### src/rtl/register_write_arbiter.sv
// register_write_arbiter: round-robin arbiter feeding one enable-loaded register, one write per two cycles.
// Optional ARB_LOCK_EN adds i_req_lock so a locked requester keeps priority for up to MAX_HOLD grants.
module register_write_arbiter #(
   parameter int NUM_REQ  = 4,
   parameter int DATA_W   = 8,
   parameter int MAX_HOLD = 4
) (
   input  logic                        i_clk,
   input  logic                        i_rst_n,
   input  logic [NUM_REQ-1:0]          i_req,
   input  logic [NUM_REQ*DATA_W-1:0]   i_req_data,
`ifdef ARB_LOCK_EN
   input  logic [NUM_REQ-1:0]          i_req_lock,
`endif
   output logic [NUM_REQ-1:0]          o_ack,
   output logic [$clog2(NUM_REQ)-1:0]  o_grant_id,
   output logic                        o_reg_enable,
   output logic [DATA_W-1:0]           o_reg_in,
   output logic                        o_busy
);
   localparam int IW = $clog2(NUM_REQ);
   typedef enum logic {S_IDLE, S_GRANT} state_t;
   state_t r_state, w_next;
   logic [IW-1:0] r_rr_ptr, w_win, w_win_inc, w_ptr_nxt;
   logic [IW-1:0] w_idx [NUM_REQ];
   logic w_take;
   // w_idx[k] is the requester k places after the pointer, already wrapped into range
   for (genvar g = 0; g < NUM_REQ; g++) begin : g_idx
      assign w_idx[g] = IW'((int'(r_rr_ptr) + g) % NUM_REQ);
   end
   always_comb begin
      w_win = r_rr_ptr;
      for (int k = NUM_REQ - 1; k >= 0; k--)
         if (i_req[w_idx[k]]) w_win = w_idx[k];
   end
   assign w_take    = (r_state == S_IDLE) && |i_req;
   assign w_win_inc = (w_win == IW'(NUM_REQ - 1)) ? '0 : w_win + 1'b1;
`ifdef ARB_LOCK_EN
   localparam int HW = $clog2(MAX_HOLD + 1);
   logic [HW-1:0] r_hold, w_hold_inc;
   logic w_keep;
   assign w_hold_inc = ((w_win == o_grant_id) ? r_hold : '0) + 1'b1;
   assign w_keep     = i_req_lock[w_win] && (w_hold_inc < HW'(MAX_HOLD));
   assign w_ptr_nxt  = w_keep ? w_win : w_win_inc;
   always_ff @(posedge i_clk or negedge i_rst_n)
      if (!i_rst_n) r_hold <= '0;
      else if (w_take) r_hold <= w_keep ? w_hold_inc : '0;
`else
   assign w_ptr_nxt = w_win_inc;
`endif
   always_comb w_next = w_take ? S_GRANT : S_IDLE;
   always_ff @(posedge i_clk or negedge i_rst_n)
      if (!i_rst_n) r_state <= S_IDLE;
      else r_state <= w_next;
   // reg_in and grant_id keep the last grant's value after the pulse ends
   always_ff @(posedge i_clk or negedge i_rst_n)
      if (!i_rst_n) begin
         r_rr_ptr     <= '0;
         o_ack        <= '0;
         o_grant_id   <= '0;
         o_reg_enable <= 1'b0;
         o_reg_in     <= '0;
         o_busy       <= 1'b0;
      end else if (w_take) begin
         r_rr_ptr     <= w_ptr_nxt;
         o_ack        <= NUM_REQ'(1) << w_win;
         o_grant_id   <= w_win;
         o_reg_enable <= 1'b1;
         o_reg_in     <= DATA_W'(i_req_data >> (DATA_W * w_win));
         o_busy       <= 1'b1;
      end else begin
         o_ack        <= '0;
         o_reg_enable <= 1'b0;
         o_busy       <= 1'b0;
      end
endmodule
### config.mk
export PLATFORM = sky130hd
export DESIGN_NAME = register_write_arbiter
export DESIGN_NICKNAME = d
export VERILOG_FILES = /design/src/rtl/register_write_arbiter.sv
export SDC_FILE = /design/constraint.sdc
export NUM_CORES = 1
export LEC_CHECK = 0
export ABC_AREA = 0
export ABC_CLOCK_PERIOD_IN_PS = 2500
export BUFFER_PORTS_ARGS = -buffer_cell sky130_fd_sc_hd__buf_2
export CAP_MARGIN = 5
export CORE_MARGIN = 2
export CORE_UTILIZATION = 44
export DETAILED_ROUTE_END_ITERATION = 12
export GPL_TIMING_DRIVEN = 0
export PLACE_DENSITY = 0.79
export SLEW_MARGIN = 20
export SYNTH_ARGS = -nofsm -noshare
export SYNTH_HDL_FRONTEND = slang
export SYNTH_SLANG_ARGS = --single-unit
export TNS_END_PERCENT = 50
### constraint.sdc
create_clock -name i_clk -period 2.5 [get_ports i_clk]
set_clock_uncertainty 0.15 [all_clocks]
set_input_delay 0.25 -clock i_clk [delete_from_list [all_inputs] [get_ports i_clk]]
set_output_delay 0.25 -clock i_clk [all_outputs]
set_load 0.02 [all_outputs]
==> impl_metrics.env, run 1 <==
export IMPL_status="completed"
export IMPL_cts_buffers=3
export IMPL_ir_drop_mv=0.497
export IMPL_post_place_cells=178
export IMPL_hold_class="input port to flip-flop"
export IMPL_drc=0
export IMPL_critPathTopFamily="compound AO/OA/AOI/OAI gates"
export IMPL_power_density_nw_per_um2=1030
export IMPL_cts_root_buf="clkbuf_4"
export IMPL_synth_top_cell_by_area="dfrtp_1"
export IMPL_die_h_um=52.2
export IMPL_die_w_um=52.2
export IMPL_drt_first_pass_iters=4
export IMPL_finalHoldViolCount=0
export IMPL_grt_antenna_before_repair=0
export IMPL_fillers=217
export IMPL_clock_path_buffers=2
export IMPL_multiInputGateArea_sq_um=566
export IMPL_synthTopCellsByArea="dfrtp_1 (42%), mux2_4 (12%), a221o_1 (7.8%)"
export IMPL_cts_htree_levels=1
export IMPL_cts_sinks=17
export IMPL_setup_viol=0
export IMPL_path_class="flip-flop to flip-flop"
export IMPL_dr_first_iter_drc_count=8
export IMPL_grt_pass1_wl_um=4250
export IMPL_max_clock_freq_mhz=445
export IMPL_syn_avg_cell_area_sq_um=10.5
export IMPL_worstSetupStartpoint="r_rr_ptr[1]$_DFFE_PN0P_"
export IMPL_detailed_place_hpwl_um=1980
export IMPL_cts_clk_slew_worst_paths_ns=0.11
export IMPL_relSlewSlack_pct=57.9
export IMPL_crit_path_max_fanout=10
export IMPL_final_setup_tns_ns=0
export IMPL_ioPinCount=54
export IMPL_cp_arrival_ns=2.29
export IMPL_r2r_start="r_rr_ptr[1]$_DFFE_PN0P_"
export IMPL_grt_pass1_vias=970
export IMPL_rows=17
export IMPL_start_util_pct=46.2
export IMPL_syn_cell_area_sq_um=1020
export IMPL_ant_nets=0
export IMPL_ys_seq_elements=17
export IMPL_place_congestion=0.771
export IMPL_slowest_stage="dfrtp_1"
export IMPL_syn_inst=97
export IMPL_cts_tree="done"
export IMPL_die_area_sq_um=2720
export IMPL_p_total_w=0.00140
export IMPL_path_cells="nor2b_4 > a2111o_1 > buf_6 > nand2_8 > mux2_4 > a221o_1"
export IMPL_finalCriticalPeriod_ns=2.25
export IMPL_post_cts_buffers=0
export IMPL_antenna_diode_count=0
export IMPL_synth_cell_types=28
export IMPL_rsz0062_at_grt="no"
export IMPL_grt_usage_pct=21.5
export IMPL_setup_ws_ns=0.254
export IMPL_overflow=0
export IMPL_clkLatencyLatePin_ns=0.30
export IMPL_layout_nets=194
export IMPL_cp_required_ns=2.55
export IMPL_maxSlewViolCount=0
export IMPL_post_route_util_pct=61.4
export IMPL_wirelength_um=2600
export IMPL_startpoint_type="flip-flop"
export IMPL_maxCapViolCount=0
export IMPL_grt_start_max_net_pins=18
export IMPL_wl_per_cell_um=14.2
export IMPL_netlist_area_leader_share_pct=41.7
export IMPL_core_area_sq_um=2210
export IMPL_post_layout_nonfiller_instances=183
export IMPL_p_leak_nw=0.693
export IMPL_dp_slack_ns=0.264
export IMPL_ys_seq_area_share_pct=41.7
export IMPL_worstMarginPinSlew_ns=0.630
export IMPL_syn_nets=135
export IMPL_final_period_utilization_pct=89.8
export IMPL_slowest_delay_ns=0.48
export IMPL_area_growth_pct=33.1
export IMPL_vias=1006
export IMPL_layout_drive_gt1_share_pct=46.5
export IMPL_viasPerCell=5.50
export IMPL_port_buffers=53
export IMPL_hp_start="i_req_data[31]"
export IMPL_register_area_sq_um=425
export IMPL_yosysWarningCount=0
export IMPL_crit_path_end_kind="flip-flop"
export IMPL_worst_path_buf_inv=1
==> final cells by class <==
type / count / share of cell area (%)
clock buffers: 3 / 1.66
plain buffers: 4 / 1.93
well taps: 28 / 2.58
repair buffers: 54 / 20.3
clock inverters: 1 / 0.368
inverters: 1 / 0.276
multi-input cells: 75 / 41.6
flip-flops and latches: 17 / 31.3
==> cell families after synthesis <==
group	Yosys count	share of synthesized area, %
AOI/OAI and AO/OA	35	25.7
and+or+nand+nor	31	17.0
DFF	17	41.7
muxes	8	11.8
buffers and inverters	5	2.94
xor gates and xnor gates	1	0.858
==> synthesized netlist by cell type <==
| master | count |
|---|---|
| a2111o_1 | 1 |
| a2111oi_4 | 1 |
| a211o_1 | 1 |
| a21o_1 | 1 |
| a21oi_1 | 8 |
| a221o_1 | 8 |
| a31o_1 | 1 |
| and2b_1 | 1 |
| buf_4 | 1 |
| buf_6 | 1 |
| clkbuf_1 | 2 |
| dfrtp_1 | 17 |
| inv_1 | 1 |
| mux2_4 | 8 |
| nand2_1 | 4 |
| nand2_8 | 1 |
| nand3_1 | 9 |
| nand4_1 | 1 |
| nor2_1 | 10 |
| nor2b_1 | 3 |
| nor2b_4 | 1 |
| nor3_2 | 1 |
| o21a_1 | 1 |
| o21ai_0 | 8 |
| o21ai_1 | 3 |
| o21ai_2 | 1 |
| o21bai_1 | 1 |
| xnor2_1 | 1 |
==> layer usage <==
metal  GRT usage, %  vias up  share of wire, %
li1               -      482                 -
met2           37.6       40                50
met4           10.3        0               2.2
met3           3.71        7               6.3
met5              0        -                 0
met1           25.5      477                42
==> per-stage QoR <==
step	hold slack, ns	area [sq um]
detailed placement	0.0418	1320
CTS	0.143	1360
global placement	0.0291	1320
finish	0.143	1360
floorplan	-0.196	1020
global route	0.151	1360
==> layout by cell type, fill, tap and decap left out <==
master,synthesis,final
dlygate4sd3_1,0,1
a211o_1,1,1
a2111oi_4,1,1
a2111o_1,1,1
a21oi_1,8,8
o21a_1,1,1
nor2_1,10,10
mux2_4,8,8
clkinv_2,0,1
nand2_8,1,1
nand4_1,1,1
and2b_1,1,1
nand2_1,4,4
clkbuf_4,0,3
a31o_1,1,1
clkbuf_1,2,2
inv_1,1,1
a21o_1,1,1
a221o_1,8,8
o21ai_2,1,1
o21bai_1,1,1
buf_6,1,1
xnor2_1,1,1
nor2b_4,1,1
buf_4,1,1
nor2b_1,3,3
nand3_1,9,9
o21ai_1,3,3
buf_2,0,53
dfrtp_1,17,17
nor3_2,1,1
o21ai_0,8,8
==> worst register-to-register path, stage by stage, from the launching register on <==
cell and delay, ns:
dfrtp_1 0.48, nor2b_4 0.18, a2111o_1 0.42, buf_6 0.16, nand2_8 0.12, mux2_4 0.32
a221o_1 0.32
==> worst paths after layout <==
kind                                                   to  slack [ns]  cells after the start
worst min-delay path              o_reg_in[7]$_DFFE_PN0P_        0.14                      3
worst min register to register  o_grant_id[0]$_DFFE_PN0P_        0.33                      2
worst max register to register    o_reg_in[1]$_DFFE_PN0P_        0.25                      6
min in group asynchronous          o_reg_enable$_DFF_PN0_        0.23                      2
worst max-delay path              o_reg_in[1]$_DFFE_PN0P_        0.25                      6
max in group asynchronous         o_reg_in[5]$_DFFE_PN0P_        1.70                      2
==> timing repair <==
item                      4_1_cts  5_1_grt
hold endpoints to repair       17        0
hold buffers                    1        0
resized for setup               0        0
==> registers in the layout (all words and copies together) (netlist names) <==
name / cells
o_reg_in: 8
o_ack: 4
o_reg_enable: 1
r_rr_ptr: 2
o_grant_id: 2
==> power breakdown <==
| part | switching (W) | total, W | internal (W) |
|---|---|---|---|
| logic | 0.000450 | 0.000784 | 0.000334 |
| clock network | 0.0000969 | 0.000157 | 0.0000598 |
| registers | 0.0000746 | 0.000463 | 0.000389 |
No activity file was read; power rests on OpenSTA's default activity.
==> run 2, diff against run 1 <==
CORE_UTILIZATION = 46   (was 44)
CTS_BUF_LIST = sky130_fd_sc_hd__clkbuf_8   (was default)
PLACE_DENSITY = 0.82   (was 0.79)
==> run 2 against run 1 <==
- count of clock-buffer cells in the layout unchanged
- register-to-register slack is essentially flat
- critical path depth stayed put
- critical endpoint unchanged
==> impl_metrics.env, run 2 (synthesized netlist as in run 1, its figures left out) <==
export IMPL_status="completed"
export IMPL_critPathTopFamily="compound AO/OA/AOI/OAI gates"
export IMPL_final_setup_tns_ns=0
export IMPL_top_regs="o_reg_in x8, o_ack x4"
export IMPL_maxSlewViolCount=0
export IMPL_maxCapViolCount=0
export IMPL_cp_arrival_ns=2.23
export IMPL_overflow=0
export IMPL_grt_antenna_before_repair=0
export IMPL_grt_usage_pct=20.7
export IMPL_largest_reg_flops=8
export IMPL_path_cells="nor2b_4 > a2111o_1 > buf_6 > nand2_8 > mux2_4 > a221o_1"
export IMPL_drc=0
export IMPL_wirelength_um=2540
export IMPL_crit_path_end_kind="flip-flop"
export IMPL_post_place_cells=178
export IMPL_vias=1015
export IMPL_top_register="o_reg_in"
export IMPL_rows=17
export IMPL_finalCriticalPeriod_ns=2.24
export IMPL_multiInputGateArea_sq_um=566
export IMPL_fillers=187
export IMPL_die_h_um=51.1
export IMPL_rsz0062_at_grt="no"
export IMPL_finalHoldViolCount=0
export IMPL_setup_viol=0
export IMPL_clock_path_buffers=2
export IMPL_ir_drop_mv=0.607
export IMPL_hold_class="input port to flip-flop"
export IMPL_cts_htree_levels=1
export IMPL_cts_buffers=3
export IMPL_hold_depth=3
export IMPL_grt_pass1_wl_um=4070
export IMPL_grt_pass1_vias=981
export IMPL_max_clock_freq_mhz=445
export IMPL_r2r_cells=6
export IMPL_layout_drive_gt1_share_pct=46.5
export IMPL_ant_nets=0
export IMPL_die_area_sq_um=2610
export IMPL_r2r_end="o_reg_in[1]$_DFFE_PN0P_"
export IMPL_slowest_stage="dfrtp_1"
export IMPL_holdPathEnd="o_reg_in[4]$_DFFE_PN0P_"
export IMPL_port_buffers=53
export IMPL_post_route_util_pct=64.1
export IMPL_hp_start="i_req_data[28]"
export IMPL_worstMarginPinSlew_ns=0.653
export IMPL_r2r_start="r_rr_ptr[1]$_DFFE_PN0P_"
export IMPL_detailed_place_hpwl_um=1870
export IMPL_cp_required_ns=2.49
export IMPL_ioPinCount=54
export IMPL_post_layout_nonfiller_instances=183
export IMPL_power_density_nw_per_um2=1060
export IMPL_cts_clk_slew_worst_paths_ns=0.07
export IMPL_layout_nets=194
export IMPL_r2r_slack_ns=0.26
export IMPL_register_area_sq_um=425
export IMPL_crit_path_max_fanout=10
export IMPL_cts_tree="done"
export IMPL_layout_commonest_cell="buf_2"
export IMPL_cts_root_buf="clkbuf_8"
export IMPL_area_growth_pct=34.9
export IMPL_antenna_diode_count=0
export IMPL_layout_common_cells="buf_2 (53), dfrtp_1 (17), nor2_1 (10)"
export IMPL_grt_start_max_net_pins=18
export IMPL_place_congestion=0.859
export IMPL_clkLatencyLatePin_ns=0.25
export IMPL_cts_sinks=17
export IMPL_viasPerCell=5.55
export IMPL_wl_per_cell_um=13.9
export IMPL_dr_first_iter_drc_count=31
export IMPL_drt_first_pass_iters=4
export IMPL_slowest_delay_ns=0.47
export IMPL_relSlewSlack_pct=56.3
export IMPL_startpoint_type="flip-flop"
export IMPL_start_util_pct=47.5
export IMPL_die_w_um=51.1
export IMPL_path_class="flip-flop to flip-flop"
export IMPL_worst_path_buf_inv=1
export IMPL_core_area_sq_um=2150
export IMPL_final_period_utilization_pct=89.8
export IMPL_p_leak_nw=0.701
run 2: worst max-delay path by stage:
stage,start,end,cells past startpoint
final,r_rr_ptr[1]$_DFFE_PN0P_,o_reg_in[1]$_DFFE_PN0P_,6
after global placement,r_rr_ptr[1]$_DFFE_PN0P_,o_reg_in[3]$_DFFE_PN0P_,6
after detailed placement,r_rr_ptr[1]$_DFFE_PN0P_,o_reg_in[4]$_DFFE_PN0P_,6
after global routing,r_rr_ptr[1]$_DFFE_PN0P_,o_reg_in[7]$_DFFE_PN0P_,6
after CTS,r_rr_ptr[1]$_DFFE_PN0P_,o_reg_in[1]$_DFFE_PN0P_,6
after floorplan,r_rr_ptr[1]$_DFFE_PN0P_,o_reg_in[0]$_DFFE_PN0P_,6
run 2: timing repair:
| item | CTS | global route |
|---|---|---|
| hold buffers | 1 | 0 |
| resized for setup | 0 | 0 |
| endpoints found under the hold margin | 17 | 0 |
| buffers inserted | 0 | 0 |
run 2: report_power, final:
| part | internal, W | switching (W) | total, W |
|---|---|---|---|
| clock network | 0.000111 | 0.0000992 | 0.000210 |
| logic | 0.000335 | 0.000456 | 0.000790 |
| registers | 0.000389 | 0.0000708 | 0.000460 |
run 2: per-layer routing:
layer / vias up / wire [um] / GRT usage (%)
li1: 478 / - / -
met1: 485 / 1060 / 25.7
met2: 47 / 1270 / 34.6
met3: 5 / 169 / 3.22
met4: 0 / 37 / 10.4
met5: - / 0 / 0
run 2: per-stage QoR:
| step | worst slack, ns | area [sq um] | hold WS (ns) | total power (W) |
|---|---|---|---|---|
| finish | 0.255 | 1380 | 0.199 | 0.00146 |
| CTS | 0.256 | 1380 | 0.200 | 0.00147 |
| floorplan | 0.397 | 1020 | -0.196 | 0.00102 |
| detailed placement | 0.285 | 1320 | 0.0381 | 0.00125 |
| global route | 0.195 | 1380 | 0.204 | 0.00156 |
| global placement | 0.286 | 1320 | 0.0356 | 0.00123 |
run 2: final cells by class:
cell class / instances / area share (%)
multi-input cells: 75 / 41.1
repair buffers: 54 / 20.0
well taps: 28 / 2.54
clock inverters: 1 / 0.363
flip-flops and latches: 17 / 30.9
plain buffers: 4 / 1.91
inverters: 1 / 0.272
clock buffers: 3 / 3.00
run 2: worst register-to-register path: cells and delay by family, from the launching register on:
family / cells / cell delay (ns)
multiplexers: 1 / 0.31
flip-flops: 1 / 0.47
AND/OR/NAND/NOR: 2 / 0.30
AO/OA/AOI/OAI: 2 / 0.74
buffers and inverters: 1 / 0.16
==> run 3, diff against run 2 <==
ABC_CLOCK_PERIOD_IN_PS = 1800   (was 2500)
CORE_UTILIZATION = 41   (was 46)
PLACE_DENSITY = 0.77   (was 0.82)
clock period = 1.8 ns   (was 2.5 ns; I/O delays follow)
==> run 3 against run 2 <==
- the run now ends with setup timing left
- final cell count grew 5.5%
- sequential share of layout area shrank 2.0 points
- global-route usage shrank 0.35 points
- critical path depth is the same
- final area grew 7.3%
- non-clock buffer count grew 7
- first-iteration DRC count shrank 68%
- total power grew 49%
- wire length grew 3.6%
- largest power group unchanged
==> impl_metrics.env, run 3 (synthesized netlist as in run 1, its figures left out) <==
export IMPL_grt_pass1_wl_um=4140
export IMPL_cts_tree="done"
export IMPL_maxCapViolCount=0
export IMPL_dr_first_iter_drc_count=10
export IMPL_cts_root_buf="clkbuf_8"
export IMPL_ir_drop_mv=0.840
export IMPL_max_clock_freq_mhz=486
export IMPL_layout_drive_gt1_share_pct=52.8
export IMPL_ant_nets=0
export IMPL_detailed_place_hpwl_um=1900
export IMPL_grt_start_max_net_pins=18
export IMPL_layout_common_cells="buf_2 (53), dfrtp_1 (16), nand3_1 (9)"
export IMPL_start_util_pct=42.4
export IMPL_die_h_um=53.9
export IMPL_post_route_cell_area_sq_um=1480
export IMPL_rows=18
export IMPL_finalHoldViolCount=0
export IMPL_post_place_cells=180
export IMPL_cts_htree_levels=1
export IMPL_core_area_sq_um=2410
export IMPL_grt_usage_pct=20.3
export IMPL_cp_arrival_ns=2.04
export IMPL_crit_path_end_kind="flip-flop"
export IMPL_die_area_sq_um=2910
export IMPL_drc=0
export IMPL_ioPinCount=54
export IMPL_layout_nets=202
export IMPL_relSlewSlack_pct=66.1
export IMPL_cts_buffers=3
export IMPL_setup_ws_ns=-0.257
export IMPL_place_area_sq_um=1320
export IMPL_wl_per_cell_um=13.6
export IMPL_clock_path_buffers=2
export IMPL_path_class="flip-flop to flip-flop"
export IMPL_grt_antenna_before_repair=0
export IMPL_vias=1031
export IMPL_cts_clk_slew_worst_paths_ns=0.07
export IMPL_viasPerCell=5.34
export IMPL_port_buffers=53
export IMPL_cp_required_ns=1.78
export IMPL_power_density_nw_per_um2=1470
export IMPL_overflow=0
export IMPL_status="finished, violations left"
export IMPL_clkLatencyLatePin_ns=0.25
export IMPL_post_route_util_pct=61.3
export IMPL_place_congestion=0.844
export IMPL_area_growth_pct=44.7
export IMPL_final_period_utilization_pct=114
export IMPL_hold_class="input port to flip-flop"
export IMPL_antenna_diode_count=0
export IMPL_drt_first_pass_iters=4
export IMPL_cts_sinks=17
export IMPL_crit_path_max_fanout=5
export IMPL_top_regs="o_reg_in x8, o_ack x4"
export IMPL_wirelength_um=2630
export IMPL_maxSlewViolCount=0
export IMPL_startpoint_type="flip-flop"
export IMPL_violations="setup timing"
export IMPL_die_w_um=53.9
export IMPL_p_leak_nw=0.747
export IMPL_largest_reg_flops=8
export IMPL_grt_pass1_vias=985
export IMPL_worstMarginPinSlew_ns=0.507
export IMPL_top_register="o_reg_in"
export IMPL_finalCriticalPeriod_ns=2.06
export IMPL_dp_slack_ns=-0.384
export IMPL_post_layout_nonfiller_instances=193
export IMPL_rsz0062_at_grt="yes"
export IMPL_layout_commonest_cell="buf_2"
export IMPL_setup_viol=8
==> run 3: cell types whose count changed in the layout (fill, tap and decap cells not counted), sizes merged <==
cell,change
clkbuf,-1
nand2,+1
buf,+8
==> run 3: layout make-up <==
class	instances	area [sq um]
fill	214	932
multi-input combinational	76	602
sequential	17	427
timing repair buffer	62	339
clock buffer	3	41.3
tap	30	37.5
buffer	3	22.5
clock inverter	1	5.00
inverter	1	3.75
==> run 3: stage by stage <==
| stage | hold WS [ns] | power (W) | TNS [ns] |
|---|---|---|---|
| after floorplan | -0.266 | 0.00142 | -1.87 |
| after global placement | -0.0405 | 0.00171 | -2.98 |
| after detailed placement | -0.0373 | 0.00174 | -3.29 |
| after CTS | 0.131 | 0.00217 | -2.00 |
| after global routing | 0.135 | 0.00233 | -2.31 |
| final | 0.130 | 0.00218 | -1.88 |
==> run 3: critical path: stages, from the launching register on <==
cell and delay [ns]:
dfrtp_2 0.42, nor2b_4 0.13, a2111o_1 0.39, buf_6 0.16
nand2_8 0.09, mux2_4 0.30, a221o_1 0.30
==> run 3: routing by layer <==
layer	track usage, %	part of all wire (%)	vias to the layer above
li1	-	-	499
met1	23.9	42	472
met2	33.7	48	54
met3	4.44	8.2	6
met4	12.0	2.3	0
met5	0	0	-
==> run 3: worst paths after layout <==
check	from	end	depth (start not counted)	slack, ns
max in group asynchronous	i_rst_n	r_rr_ptr[1]$_DFFE_PN0P_	2	0.99
min	i_req_data[12]	o_reg_in[4]$_DFFE_PN0P_	3	0.13
min reg2reg	o_grant_id[0]$_DFFE_PN0P_	o_grant_id[0]$_DFFE_PN0P_	2	0.33
min in group asynchronous	i_rst_n	o_grant_id[0]$_DFFE_PN0P_	2	0.23
max reg2reg	r_rr_ptr[1]$_DFFE_PN0P_	o_reg_in[5]$_DFFE_PN0P_	6	-0.26
max	r_rr_ptr[1]$_DFFE_PN0P_	o_reg_in[5]$_DFFE_PN0P_	6	-0.26
==> run 3: power breakdown <==
group	switching (W)	internal, W	total, W
Sequential	0.0000843	0.000543	0.000628
Combinational	0.000696	0.000566	0.00126
Clock	0.000132	0.000154	0.000286
Total	0.000912	0.00126	0.00218
==> run 3: what timing repair did <==
item / CTS / global route
hold endpoints to repair: 17 / 0
setup endpoints to repair: 12 / 14
hold buffers: 1 / 0
cloned: 1 / 0
resized for setup: 6 / 2
buffers inserted: 7 / 1
pin swaps: 3 / 1
